$ cat src/rtl/sat_frame_accumulator_if.sv
`default_nettype none
// ============================================================================
// sat_frame_accumulator_if : sample-in / frame-sum-out handshake bundle
// Revision 1.0 - initial release
// ============================================================================
interface sat_frame_accumulator_if #(
  parameter int BITWIDTH = 32
);
  logic                clear;
  logic                in_valid;
  logic                in_ready;
  logic [BITWIDTH-1:0] in_data;
  logic                out_valid;
  logic                out_ready;
  logic [BITWIDTH-1:0] out_data;
  logic                out_sat;

  // Producer of samples / consumer of frame results.
  modport master (
    output clear, in_valid, in_data, out_ready,
    input  in_ready, out_valid, out_data, out_sat
  );

  // The accumulator itself.
  modport slave (
    input  clear, in_valid, in_data, out_ready,
    output in_ready, out_valid, out_data, out_sat
  );
endinterface
`default_nettype wire

$ cat src/rtl/sat_frame_accumulator.sv
`default_nettype none
// ============================================================================
// sat_frame_accumulator : per-frame signed sum with clamp-at-every-add
// Revision 1.0 - initial release
// ============================================================================
module sat_frame_accumulator #(
  parameter int BITWIDTH  = 32,
  parameter int FRAME_LEN = 8
) (
  input  logic                     clk,
  input  logic                     rst_n,
  sat_frame_accumulator_if.slave   bus
);

  localparam int CNT_W = (FRAME_LEN > 1) ? $clog2(FRAME_LEN) : 1;
  localparam logic [CNT_W-1:0]           LAST_IDX = CNT_W'(FRAME_LEN - 1);
  localparam logic signed [BITWIDTH-1:0] MAX_POS  = {1'b0, {(BITWIDTH-1){1'b1}}};
  localparam logic signed [BITWIDTH-1:0] MIN_NEG  = {1'b1, {(BITWIDTH-1){1'b0}}};

  typedef enum logic [0:0] {
    SLOT_EMPTY = 1'b0,
    SLOT_FULL  = 1'b1
  } slot_e;

  slot_e                      slot_q, slot_d;
  logic signed [BITWIDTH-1:0] acc_q, acc_d;
  logic        [CNT_W-1:0]    cnt_q, cnt_d;
  logic                       sat_sticky_q, sat_sticky_d;
  logic signed [BITWIDTH-1:0] out_data_q, out_data_d;
  logic                       out_sat_q, out_sat_d;

  logic signed [BITWIDTH:0]   sum_w;
  logic signed [BITWIDTH-1:0] add_res;
  logic                       add_clamp;
  logic                       in_ready;
  logic                       accept;
  logic                       frame_end;

  // One guard bit is enough: the two top bits disagree exactly on overflow.
  always_comb begin
    sum_w     = {acc_q[BITWIDTH-1], acc_q} + {bus.in_data[BITWIDTH-1], bus.in_data};
    add_res   = sum_w[BITWIDTH-1:0];
    add_clamp = sum_w[BITWIDTH] ^ sum_w[BITWIDTH-1];
    case (sum_w[BITWIDTH:BITWIDTH-1])
      2'b01:   add_res = MAX_POS;
      2'b10:   add_res = MIN_NEG;
      default: add_res = sum_w[BITWIDTH-1:0];
    endcase
  end

  always_comb begin
    in_ready  = !bus.clear && ((slot_q == SLOT_EMPTY) || bus.out_ready);
    accept    = bus.in_valid && in_ready;
    frame_end = accept && (cnt_q == LAST_IDX);
  end

  always_comb begin
    acc_d        = acc_q;
    cnt_d        = cnt_q;
    sat_sticky_d = sat_sticky_q;
    out_data_d   = out_data_q;
    out_sat_d    = out_sat_q;

    if (bus.clear) begin
      acc_d        = '0;
      cnt_d        = '0;
      sat_sticky_d = 1'b0;
    end else if (frame_end) begin
      out_data_d   = add_res;
      out_sat_d    = sat_sticky_q | add_clamp;
      acc_d        = '0;
      cnt_d        = '0;
      sat_sticky_d = 1'b0;
    end else if (accept) begin
      acc_d        = add_res;
      cnt_d        = cnt_q + CNT_W'(1);
      sat_sticky_d = sat_sticky_q | add_clamp;
    end
  end

  // A frame end landing on a drain cycle reloads the slot, so it stays full.
  always_comb begin
    slot_d = slot_q;
    case (slot_q)
      SLOT_EMPTY: if (frame_end) slot_d = SLOT_FULL;
      SLOT_FULL: begin
        if (frame_end)          slot_d = SLOT_FULL;
        else if (bus.out_ready) slot_d = SLOT_EMPTY;
      end
      default: slot_d = SLOT_EMPTY;
    endcase
  end

  always_ff @(posedge clk or negedge rst_n) begin
    if (!rst_n) begin
      slot_q       <= SLOT_EMPTY;
      acc_q        <= '0;
      cnt_q        <= '0;
      sat_sticky_q <= 1'b0;
      out_data_q   <= '0;
      out_sat_q    <= 1'b0;
    end else begin
      slot_q       <= slot_d;
      acc_q        <= acc_d;
      cnt_q        <= cnt_d;
      sat_sticky_q <= sat_sticky_d;
      out_data_q   <= out_data_d;
      out_sat_q    <= out_sat_d;
    end
  end

  assign bus.in_ready  = in_ready;
  assign bus.out_valid = (slot_q == SLOT_FULL);
  assign bus.out_data  = out_data_q;
  assign bus.out_sat   = out_sat_q;

endmodule
`default_nettype wire

$ cat src/flat_wrapper.sv
// flat-port wrapper written by rule: the top's interface ports become plain ports
module sat_frame_accumulator_flat 
#(
  parameter int BITWIDTH  = 32,
  parameter int FRAME_LEN = 8
)
  (clk, rst_n, bus_clear, bus_in_valid, bus_in_data, bus_out_ready, bus_in_ready, bus_out_valid, bus_out_data, bus_out_sat);
  sat_frame_accumulator_if #(.BITWIDTH(BITWIDTH)) bus_i ();
  input  logic clk;
  input  logic rst_n;
  input wire logic [$bits(bus_i.clear)-1:0] bus_clear;
  input wire logic [$bits(bus_i.in_valid)-1:0] bus_in_valid;
  input wire logic [$bits(bus_i.in_data)-1:0] bus_in_data;
  input wire logic [$bits(bus_i.out_ready)-1:0] bus_out_ready;
  output wire logic [$bits(bus_i.in_ready)-1:0] bus_in_ready;
  output wire logic [$bits(bus_i.out_valid)-1:0] bus_out_valid;
  output wire logic [$bits(bus_i.out_data)-1:0] bus_out_data;
  output wire logic [$bits(bus_i.out_sat)-1:0] bus_out_sat;
  assign bus_i.clear = bus_clear;
  assign bus_i.in_valid = bus_in_valid;
  assign bus_i.in_data = bus_in_data;
  assign bus_i.out_ready = bus_out_ready;
  assign bus_in_ready = bus_i.in_ready;
  assign bus_out_valid = bus_i.out_valid;
  assign bus_out_data = bus_i.out_data;
  assign bus_out_sat = bus_i.out_sat;
  sat_frame_accumulator #(.BITWIDTH(BITWIDTH), .FRAME_LEN(FRAME_LEN)) u_core (.clk(clk), .rst_n(rst_n), .bus(bus_i));
endmodule
$ cat config.mk
export PLATFORM = sky130hd
export DESIGN_NAME = sat_frame_accumulator_flat
export DESIGN_NICKNAME = d
export VERILOG_FILES = /design/src/rtl/sat_frame_accumulator_if.sv /design/src/rtl/sat_frame_accumulator.sv /design/src/flat_wrapper.sv
export SDC_FILE = /design/constraint.sdc
export NUM_CORES = 1
export LEC_CHECK = 0
export BUFFER_PORTS_ARGS = -buffer_cell sky130_fd_sc_hd__buf_2
export CORE_MARGIN = 2
export CORE_UTILIZATION = 35
export DETAILED_ROUTE_END_ITERATION = 6
export REMOVE_ABC_BUFFERS = 1
export SLEW_MARGIN = 20
export SYNTH_ARGS = -nofsm -noshare
export SYNTH_HDL_FRONTEND = slang
export SYNTH_SLANG_ARGS = --single-unit
$ cat constraint.sdc
create_clock -name clk -period 9.75 [get_ports clk]
set_input_delay 0.975 -clock clk [delete_from_list [all_inputs] [get_ports clk]]
set_output_delay 0.975 -clock clk [all_outputs]
set_load 0.01 [all_outputs]
==> results of run 1 <==
[logic make-up (layout without fill, tap and decap cells)]
kind of cell	after synthesis	in the layout
and+or+nand+nor	119	119
muxes	4	4
DFF	70	70
xor gates and xnor gates	30	30
buffers and inverters	32	106
adders and majority gates	37	37
AOI/OAI and AO/OA	179	179
[power by group]
part | leakage, uW | total, uW | switching (uW) | internal [uW]
clock | 0.000142 | 321 | 122 | 199
sequential | 0.000951 | 356 | 24.3 | 331
combinational | 0.00149 | 598 | 368 | 230
[critical path, stage by stage]
cell                        delay [ns]
sky130_fd_sc_hd__buf_2            0.10
sky130_fd_sc_hd__ha_1             0.23
sky130_fd_sc_hd__fa_1             0.44
sky130_fd_sc_hd__nand3_1          0.13
sky130_fd_sc_hd__a21oi_1          0.11
sky130_fd_sc_hd__o211ai_1         0.27
sky130_fd_sc_hd__a2111oi_2        0.13
sky130_fd_sc_hd__o21a_1           0.21
sky130_fd_sc_hd__o41ai_2          0.37
sky130_fd_sc_hd__nor2b_1          0.10
sky130_fd_sc_hd__o22ai_1          0.18
sky130_fd_sc_hd__inv_1            0.07
sky130_fd_sc_hd__ha_1             0.36
sky130_fd_sc_hd__buf_4            0.36
sky130_fd_sc_hd__and3_1           0.58
sky130_fd_sc_hd__a221o_1          0.26
[layer usage]
layer	vias up	global-route usage, %	part of all wire, %
li1	1858	-	-
met1	1758	25.0	49
met2	78	26.9	45
met3	14	3.19	4.5
met4	0	6.98	1.7
met5	-	0	0
[cell type report]
cell class	count	area share, %
clock buffers	15	5.51
flip-flops and latches	70	33.6
well taps	168	4.03
inverters	13	0.935
multi-input cells	369	48.2
repair buffers	78	7.81
[worst paths after layout]
kind | cells after the start | slack (ns) | endpoint
worst max-delay path | 16 | 5.13 | u_core.acc_q[25]
worst max register to register | 15 | 5.50 | u_core.acc_q[25]
worst min-delay path | 2 | 0.47 | u_core.bus.out_data[20]
min in group asynchronous | 2 | 0.86 | u_core.bus.out_data[11]
max in group asynchronous | 2 | 8.31 | u_core.acc_q[0]
worst min register to register | 2 | 0.47 | u_core.bus.out_data[20]
[cell usage in the layout, fill, tap and decap left out, types with 4 or more instances in the layout]
cell                        netlist  layout
sky130_fd_sc_hd__ha_1            36      36
sky130_fd_sc_hd__a21o_1          14      14
sky130_fd_sc_hd__a221o_1         18      18
sky130_fd_sc_hd__clkbuf_16        0       9
sky130_fd_sc_hd__o21bai_1         5       5
sky130_fd_sc_hd__xnor2_1         23      23
sky130_fd_sc_hd__o21ai_0         47      47
sky130_fd_sc_hd__nand3_1          8       8
sky130_fd_sc_hd__nor2b_1          4       4
sky130_fd_sc_hd__buf_4            0       7
sky130_fd_sc_hd__dfrtp_1         70      70
sky130_fd_sc_hd__nand2_1         57      57
sky130_fd_sc_hd__a21oi_1         66      66
sky130_fd_sc_hd__nand4_1          4       4
sky130_fd_sc_hd__xor2_1           7       7
sky130_fd_sc_hd__nor2_1          26      25
sky130_fd_sc_hd__inv_1           13      13
sky130_fd_sc_hd__buf_2            1      71
sky130_fd_sc_hd__clkbuf_8         0       4
[sequential cells by signal, indices dropped and copies added, names as in the netlist]
| register | flops |
|---|---|
| u_core.acc_q | 32 |
| u_core.bus.out_sat | 1 |
| u_core.bus.out_valid | 1 |
| u_core.bus.out_data | 32 |
| u_core.sat_sticky_q | 1 |
| u_core.cnt_q | 3 |
[per-stage QoR]
step / hold WS, ns / util (%)
global route: 0.499 / 43.1
global placement: 0.456 / 40.7
finish: 0.472 / 43.1
detailed placement: 0.462 / 40.7
CTS: 0.476 / 43.1
floorplan: 0.454 / -
==> impl_metrics.csv, run 1 <==
group,metric,value,unit
outcome,outcome,"complete, no violations",
worst_setup_path,r2r-start,"u_core.acc_q[0]",
grt,grt_antenna_before_repair,0,
cells_and_area,finished_layout_cell_area,0.00522,mm^2
worst_setup_path,worst-endpoint-required,10.02,ns
yosys,synth_top_cell_area_share,40.0,%
yosys,ys_types,51,
yosys,async_reset_ff_share,100,%
cells_and_area,antenna_cells_inserted,0,
cells_and_area,sequential_cell_area,0.00175,mm^2
worst_setup_path,critical_path.startpoint_type,"input pin",
worst_setup_path,crit_path_max_fo,33,
die,core_area,0.0121,mm^2
die,num_rows,40,
power_and_ir_drop,total_leakage_power,0.00259,uW
timing,slew_margin_rel,38.7,%
grt,global_route_wire_length_before_repair,18500,um
cts,post-cts-setup-buffers,0,
yosys,synth-adder-area-share,10.7,%
cts,cts_num_sinks,70,
timing,finalHoldViolations,0,
placement,post-place-cells,698,
yosys,yosys_most_used_dff,"sky130_fd_sc_hd__dfrtp_1",
yosys,muxShareOfSynthArea,0.970,%
yosys,synth_top_cell_by_area,"sky130_fd_sc_hd__dfrtp_1",
routing,drt_pass_1_iters,4,
cells_and_area,final_cell_count_without_fillers,713,
grt,grt_max_degree,71,
yosys,synth-seq-cells,70,
timing,postLayoutSetupSlackWorst,5.13,ns
timing,finalWorstPathRequiredPeriod,4.62,ns
power_and_ir_drop,totalPowerFinal,1270,uW
power_and_ir_drop,peakVddDrop,132,uV
routing,drt-vias-per-instance,5.20,
yosys,synth_top_cells_by_area,"sky130_fd_sc_hd__dfrtp_1, sky130_fd_sc_hd__ha_1, sky130_fd_sc_hd__a21oi_1",
grt,globalRouteTotalUtil,17.7,%
yosys,synth_edf_count,0,
timing,final.setup_skew,0.00693,ns
worst_setup_path,critical_path.startpoint,"bus_in_data[0]",
cells_and_area,drive_above_1_share,19.8,%
hold_path,holdCritStartpoint,"u_core.bus.out_data[20]",
cts,clock_tree_from_tritoncts,"yes",
placement,gpl.final_weighted_congestion,0.853,
yosys,synth_area_in_compound_gates,27.3,%
cts,tritoncts.num_buffers,9,
cells_and_area,fillCellCount,1221,
routing,route.antenna.remaining_nets,0,
timing,finalSetupViolations,0,
die,die_h,116,um
power_and_ir_drop,pwr_density_cell,244,mW/mm^2
cts,cts_resized,0,
cts,ctsHoldBuffers,0,
yosys,syn_avg_cell_area,9.31,um^2
timing,fin_tns_setup,0,ns
timing,final_max_slew_viol_count,0,
yosys,mapped_area,0.00438,mm^2
yosys,synth_common_cells,"sky130_fd_sc_hd__dfrtp_1, sky130_fd_sc_hd__a21oi_1, sky130_fd_sc_hd__nand2_1",
routing,drt-initial-drc-count,227,
yosys,synth-simple-area-share,12.2,%
worst_setup_path,timing.setup.critical_path_class,"input pin to flip-flop",
cts,ctsLongestPathBuffers,2,
yosys,most_frequently_used_cell_type_in_the_post_synthesis_netlist,"sky130_fd_sc_hd__dfrtp_1",
cts,worstSkewPairLatency,0.34,ns
routing,drc_errors,0,
placement,detailedPlace.worstSlack,4.79,ns
timing,grt_setup_unrepaired,"false",
timing,fin_crit_sh,47.4,%
yosys,synth_top_family_by_area,"compound AO/OA/AOI/OAI gates",
die,design.die.area,0.0134,mm^2
cts,clk_pin_slew,0.05,ns
die,start_util,36.2,%
timing,fmax,217,MHz
yosys,sequential_area_share_after_synthesis,40.0,%
worst_setup_path,critPathArrivalTime,4.89,ns
placement,io_buffers,71,
die,ios,72,
yosys,postSynthCellCount,471,
hold_path,class_of_the_tightest_hold_or_removal_check,"flip-flop to flip-flop",
cts,cell_at_the_root_of_the_clock_tree,"sky130_fd_sc_hd__clkbuf_16",
die,die-width,116,um
worst_setup_path,critPathCaptureType,"flip-flop",
placement,dpl.hpwl,8250,um
timing,timing_worst_slew_pin_value,0.920,ns
yosys,synthesis.yosys.warnings,0,
grt,grt_pass1_vias,3576,
yosys,synth_xor_area_share,5.99,%
routing,routed_wire_length_per_instance,16.1,um
cells_and_area,multiInputGateArea,0.00251,mm^2
cts,ctsHtreeMaxLevel,3,
placement,place_area,0.00493,mm^2
cells_and_area,layout-area-overhead-vs-synth,19.1,%
routing,routed_wl,11500,um
flow_run,maxCapViolCount,0,
grt,grt-ovfl-total,0,
cells_and_area,nNetsFinal,615,
routing,via_count,3708,
(Power assumes the default switching activity.)
==> run 2: changes to the inputs <==
Clock period 9.75 ns to 4.8 ns, I/O delays scaled along.
==> run 2 against run 1 <==
Effect of this change:
- first-iteration DRC count is 26% lower
- via count rose by 0.92%
- core utilization rose by 0.083 points
- clock-buffer cell count unchanged
- die area did not move
- design area is 0.19% higher
- clock power increased by 100%
- flip-flop and latch count stayed put
- sequential power up 100%
- combinational power grew 110%
- clock skew barely moved
- highest routed layer unchanged
==> impl_metrics.csv, run 2 (same netlist as run 1, synthesis figures left out) <==
group,metric,value,unit
cts,cts_num_sinks,70,
die,die-width,116,um
die,num_rows,40,
timing,final.setup_skew,0.00671,ns
timing,slew_margin_rel,51.3,%
routing,via_count,3742,
cells_and_area,layout-area-overhead-vs-synth,19.3,%
timing,grt_setup_unrepaired,"false",
cts,post-cts-setup-buffers,0,
placement,dpl.hpwl,8510,um
worst_setup_path,r2r-start,"u_core.acc_q[0]",
power_and_ir_drop,total_leakage_power,0.00259,uW
grt,grt_max_degree,41,
cts,cts_resized,0,
die,core_area,0.0121,mm^2
die,die_h,116,um
timing,timing_worst_slew_pin_value,0.730,ns
worst_setup_path,crit_path_max_fo,17,
worst_setup_path,worst_path_largest_cell_delay,0.44,ns
cells_and_area,layout_common_cells,"sky130_fd_sc_hd__buf_2, sky130_fd_sc_hd__dfrtp_1, sky130_fd_sc_hd__a21oi_1, sky130_fd_sc_hd__nand2_1, sky130_fd_sc_hd__o21ai_0",
timing,finalHoldWorstSlack,0.200,ns
worst_setup_path,timing.setup.critical_path_class,"flip-flop to flip-flop",
placement,gpl.final_weighted_congestion,0.857,
grt,grt_antenna_before_repair,0,
routing,drt_pass_1_iters,4,
grt,global_route_wire_length_before_repair,18700,um
worst_setup_path,reg2reg_setup_slack,0.87,ns
grt,met2_usage,27.6,%
grt,grt_pass1_vias,3596,
timing,final_max_slew_viol_count,0,
worst_setup_path,critical_path.startpoint_type,"flip-flop",
cts,ctsHoldBuffers,0,
power_and_ir_drop,peakVddDrop,232,uV
cts,worstSkewPairLatency,0.34,ns
cts,cell_at_the_root_of_the_clock_tree,"sky130_fd_sc_hd__clkbuf_16",
worst_setup_path,path_cells,"ha_1 -> fa_1 -> nand3_1 -> a21oi_1 -> o211ai_1 -> a2111oi_2 -> o21a_1 -> o41ai_2 -> nor2b_1 -> o22ai_1 -> inv_1 -> ha_1 -> nor2b_1 -> buf_4 -> a21oi_1 -> nor3_1 -> a21oi_1 -> nor2_1",
timing,fmax,255,MHz
worst_setup_path,cpMaxStageDelayCell,"sky130_fd_sc_hd__fa_1",
routing,routed_wire_length_per_instance,16.2,um
timing,finalWorstPathRequiredPeriod,3.93,ns
flow_run,maxCapViolCount,0,
cts,clk_pin_slew,0.05,ns
cells_and_area,final_common_cell,"sky130_fd_sc_hd__buf_2",
worst_setup_path,critical-path-top-cell-by-count,"sky130_fd_sc_hd__a21oi_1",
die,start_util,36.2,%
grt,use_met1,25.1,%
grt,grt-ovfl-total,0,
routing,drt-initial-drc-count,169,
routing,routed_wl,11600,um
cells_and_area,drive_above_1_share,20.1,%
worst_setup_path,critPathCaptureType,"flip-flop",
timing,finalHoldViolations,0,
die,ios,72,
worst_setup_path,worst-r2r-cell-count,18,
grt,met3_usage,4.50,%
cells_and_area,antenna_cells_inserted,0,
timing,fin_tns_setup,0,ns
placement,io_buffers,71,
cts,tritoncts.num_buffers,9,
hold_path,class_of_the_tightest_hold_or_removal_check,"input pin to asynchronous set/reset pin",
timing,fin_crit_sh,81.8,%
die,design.die.area,0.0134,mm^2
worst_setup_path,critical_path.startpoint,"u_core.acc_q[0]",
cells_and_area,fillCellCount,1257,
grt,busiest_layer,"met2",
outcome,outcome,"complete, no violations",
grt,globalRouteTotalUtil,18.1,%
routing,drt-vias-per-instance,5.24,
timing,finalSetupViolations,0,
cts,ctsLongestPathBuffers,2,
power_and_ir_drop,pwr_density_cell,499,mW/mm^2
worst_setup_path,reg2reg_to,"u_core.acc_q[1]",
routing,drc_errors,0,
routing,route.antenna.remaining_nets,0,
worst_setup_path,worst-endpoint-required,5.07,ns
cells_and_area,nNetsFinal,616,
cts,ctsHtreeMaxLevel,3,
worst_setup_path,critPathArrivalTime,4.20,ns
cts,clock_tree_from_tritoncts,"yes",
## run 2: power breakdown
part / internal (uW) / switching, uW
clock: 404 / 248
sequential: 673 / 51.3
combinational: 480 / 755
total: 1560 / 1050
## run 2: metal layers
layer	up-vias	wire length, um
met2	84	5280
met3	19	536
met1	1782	5520
li1	1857	-
met4	0	244
met5	-	0
## run 2: worst max path at each step
stage          slack [ns]               end
3_3_place_gp         0.81  u_core.acc_q[17]
5_1_grt              0.59   u_core.acc_q[1]
3_5_place_dp         0.68   u_core.acc_q[1]
4_1_cts              0.89   u_core.acc_q[1]
6_report             0.87   u_core.acc_q[1]
2_1_floorplan        0.54   u_core.acc_q[1]
## run 2: cell type report
| class | instances | area (um^2) | share of cell area, % |
|---|---|---|---|
| multi-input cells | 369 | 2520 | 48.1 |
| well taps | 168 | 210 | 4.02 |
| clock buffers | 15 | 288 | 5.50 |
| inverters | 13 | 48.8 | 0.933 |
| flip-flops and latches | 70 | 1750 | 33.5 |
| repair buffers | 79 | 415 | 7.94 |
## run 2: worst max-delay path: cells and delay by family, from the launching register on
kind	cells	cell delay [ns]
flip-flops	1	0.37
AND/OR/NAND/NOR	5	0.66
adder cells (fa/ha/maj)	3	1.03
buffers and inverters	2	0.34
AO/OA/AOI/OAI	8	1.44
## run 2: metrics by stage
step | setup WS [ns] | total power [uW] | utilization, % | cell area (um^2) | std cells
final | 0.872 | 2610 | 43.2 | 5230 | 714
after global routing | 0.586 | 2800 | 43.2 | 5230 | 714
after CTS | 0.886 | 2620 | 43.2 | 5230 | 714
after detailed placement | 0.676 | 1960 | 40.8 | 4940 | 699
after global placement | 0.813 | 1940 | 40.8 | 4940 | 699
after floorplan | 0.540 | 1610 | - | 4310 | 452
==> run 3: changes to the inputs <==
Settings changed: ABC_AREA from default to 1.
Clock period 4.8 ns to 3.5 ns, I/O delays scaled along.
==> run 3 against run 2 <==
Effect of this change:
- sequential power grew 37%
- die area grew 23%
- clock power grew 28%
- synthesized cell count grew 83%
- highest routed layer unchanged
- sequential share of layout area shrank 5.7 points
- non-clock buffer count grew 1
- worst setup slack lost 0.43 ns
- critical path type unchanged
- clock skew grew 0.0020 ns
- combinational power grew 76%
- core utilization shrank 1.8 points
==> impl_metrics.csv, run 3 <==
group,metric,value,unit
power_and_ir_drop,cell_internal_pwr,2150,uW
placement,post-place-cells,1113,
worst_setup_path,crit_path_max_fo,31,
placement,io_buffers,71,
power_and_ir_drop,pwr_density_cell,637,mW/mm^2
power_and_ir_drop,combPwrFrac,54.4,%
cells_and_area,fillCellCount,1684,
yosys,synth_top_cells_by_area,"sky130_fd_sc_hd__dfrtp_1, sky130_fd_sc_hd__nand2_1, sky130_fd_sc_hd__inv_1",
cts,ctsHtreeMaxLevel,3,
cts,cts_resized,0,
placement,gpl.final_weighted_congestion,0.926,
die,ios,72,
power_and_ir_drop,peakVddDrop,329,uV
routing,drt-initial-drc-count,309,
timing,postLayoutSetupSlackWorst,0.437,ns
power_and_ir_drop,total_leakage_power,0.00394,uW
cts,clock_tree_from_tritoncts,"yes",
flow_run,maxCapViolCount,0,
die,core_area,0.0152,mm^2
yosys,postSynthCellCount,863,
yosys,most_frequently_used_cell_type_in_the_post_synthesis_netlist,"sky130_fd_sc_hd__nand2_1",
cells_and_area,multiInputGateArea,0.00311,mm^2
cells_and_area,antenna_cells_inserted,0,
routing,routed_wl,14600,um
yosys,yosys_most_used_dff,"sky130_fd_sc_hd__dfrtp_1",
timing,final_max_slew_viol_count,0,
yosys,synthesis.yosys.warnings,0,
cells_and_area,final_cell_count_without_fillers,1129,
yosys,async_reset_ff_share,100,%
cts,post-cts-setup-buffers,0,
grt,grt_pass1_vias,5078,
routing,drt_pass_1_iters,7,
cts,ctsLongestPathBuffers,2,
timing,final.setup_skew,0.00876,ns
yosys,sequential_area_share_after_synthesis,32.2,%
yosys,syn_avg_cell_area,6.30,um^2
grt,globalRouteTotalUtil,19.0,%
routing,routed_wire_length_per_instance,12.9,um
power_and_ir_drop,sequentialPowerShare,24.8,%
timing,finalWorstPathRequiredPeriod,3.06,ns
power_and_ir_drop,switching_share,46.3,%
timing,finalHoldViolations,0,
grt,global_route_wire_length_before_repair,24800,um
die,die-width,129,um
worst_setup_path,critPathArrivalTime,3.30,ns
yosys,synth_edf_count,0,
die,die_h,129,um
timing,fin_crit_sh,87.5,%
die,start_util,35.8,%
placement,detailedPlace.worstSlack,0.358,ns
timing,finalSetupViolations,0,
worst_setup_path,critical_path.startpoint_type,"flip-flop",
timing,fin_tns_setup,0,ns
cells_and_area,nNetsFinal,1010,
worst_setup_path,worst-endpoint-required,3.73,ns
power_and_ir_drop,power_dissipated_by_switching_net_loads,1860,uW
cts,tritoncts.num_buffers,9,
timing,slew_margin_rel,37.2,%
timing,grt_setup_unrepaired,"false",
hold_path,class_of_the_tightest_hold_or_removal_check,"input pin to asynchronous set/reset pin",
routing,drt-vias-per-instance,4.65,
yosys,ys_types,33,
cells_and_area,sequential_cell_area,0.00175,mm^2
cells_and_area,layout_common_cells,"sky130_fd_sc_hd__nand2_1, sky130_fd_sc_hd__inv_1, sky130_fd_sc_hd__buf_2, sky130_fd_sc_hd__dfrtp_1, sky130_fd_sc_hd__nand3_1",
cells_and_area,final_common_cell,"sky130_fd_sc_hd__nand2_1",
yosys,synth-seq-cells,70,
yosys,synth_top_cell_area_share,32.2,%
outcome,outcome,"complete, no violations",
power_and_ir_drop,clock_power_share,20.9,%
cts,clk_pin_slew,0.06,ns
routing,route.antenna.remaining_nets,0,
cts,ctsHoldBuffers,0,
yosys,synth_top_cell_by_area,"sky130_fd_sc_hd__dfrtp_1",
yosys,synth_common_cells,"sky130_fd_sc_hd__nand2_1, sky130_fd_sc_hd__inv_1, sky130_fd_sc_hd__dfrtp_1",
yosys,mapped_area,0.00544,mm^2
timing,timing_worst_slew_pin_value,0.942,ns
worst_setup_path,timing.setup.critical_path_class,"flip-flop to flip-flop",
cts,cts_num_sinks,70,
cts,worstSkewPairLatency,0.35,ns
die,num_rows,45,
placement,dpl.hpwl,11400,um
die,design.die.area,0.0165,mm^2
grt,grt_max_degree,71,
worst_setup_path,critPathCaptureType,"flip-flop",
routing,drc_errors,0,
cts,cell_at_the_root_of_the_clock_tree,"sky130_fd_sc_hd__clkbuf_16",
timing,fmax,327,MHz
grt,grt_antenna_before_repair,0,
routing,via_count,5245,
cells_and_area,layout-area-overhead-vs-synth,15.8,%
cells_and_area,drive_above_1_share,13.6,%
grt,grt-ovfl-total,0,
run 3: cell count changes after synthesis, sizes merged, moves of 18 or more:
| cell | before | now |
|---|---|---|
| nand3 | 8 | 53 |
| a21oi | 68 | 28 |
| o21ai | 48 | 13 |
| a221o | 18 | 0 |
| inv | 13 | 128 |
| xnor2 | 23 | 0 |
| nand2 | 57 | 429 |
run 3: logic make-up after synthesis:
| logic type | Yosys count | synth area share, % |
|---|---|---|
| xor+xnor | 1 | 0.299 |
| simple gates | 551 | 42.0 |
| flops | 70 | 32.2 |
| buf+inv | 148 | 10.5 |
| fa+ha+maj | 37 | 8.65 |
| compound gates | 56 | 6.28 |
run 3: path summary, 6_finish.rpt:
kind	from	to	slack, ns	depth (start not counted)
worst min register to register	u_core.bus.out_data[1]	u_core.bus.out_data[1]	0.46	2
worst min-delay path	rst_n	u_core.bus.out_data[11]	0.12	1
worst max-delay path	u_core.acc_q[0]	u_core.acc_q[1]	0.44	17
min in group clk	bus_out_ready	u_core.bus.out_valid	0.26	4
worst max register to register	u_core.acc_q[0]	u_core.acc_q[1]	0.44	17
max in group asynchronous	rst_n	u_core.bus.out_data[8]	2.79	1
run 3: metrics by stage:
step           hold slack, ns  instance area [um^2]  total power [uW]  util [%]
6_report                0.120                  6300              4010      41.4
5_1_grt                 0.231                  6300              4410      41.4
4_1_cts                 0.177                  6300              4040      41.4
3_5_place_dp            0.460                  6030              3180      39.6
3_3_place_gp            0.449                  6030              3160      39.6
2_1_floorplan          0.0544                  5350              2530         -
run 3: final cells by class:
class                           count  share of cell area, %
Sequential cell                    70                   27.8
Clock buffer                       11                   3.70
Clock inverter                      5                  0.576
Timing Repair Buffer               80                   6.96
Tap cell                          188                   3.74
Inverter                          130                   7.75
Multi-Input combinational cell    645                   49.5
run 3: per-layer routing:
layer  routed length [um]  track usage, %
met2                 6270            29.9
met4                  208            6.14
met5                    0               0
met3                  409            2.45
met1                 7670            27.0
run 3: worst max-delay path, cell delays in order (launching register included):
cell,delay (ns)
sky130_fd_sc_hd__dfrtp_1,0.39
sky130_fd_sc_hd__ha_1,0.24
sky130_fd_sc_hd__fa_1,0.45
sky130_fd_sc_hd__nand3_2,0.11
sky130_fd_sc_hd__nand3_2,0.11
sky130_fd_sc_hd__nand2_1,0.10
sky130_fd_sc_hd__nand2_2,0.06
sky130_fd_sc_hd__nand2_1,0.08
sky130_fd_sc_hd__nand2_2,0.06
sky130_fd_sc_hd__nand2_2,0.08
sky130_fd_sc_hd__o21ai_2,0.07
sky130_fd_sc_hd__xor2_2,0.15
sky130_fd_sc_hd__ha_1,0.32
sky130_fd_sc_hd__clkinv_1,0.09
sky130_fd_sc_hd__nand2_1,0.10
sky130_fd_sc_hd__buf_12,0.20
sky130_fd_sc_hd__nand2_1,0.09
sky130_fd_sc_hd__a32o_1,0.26
run 3: power by group through the flow:
stage,Clock [uW],Sequential (uW),Combinational [uW]
2_1_floorplan,0,999,1530
3_3_place_gp,0,1000,2150
3_5_place_dp,0,1010,2170
4_1_cts,860,994,2180
5_1_grt,891,1010,2510
6_report,837,993,2180
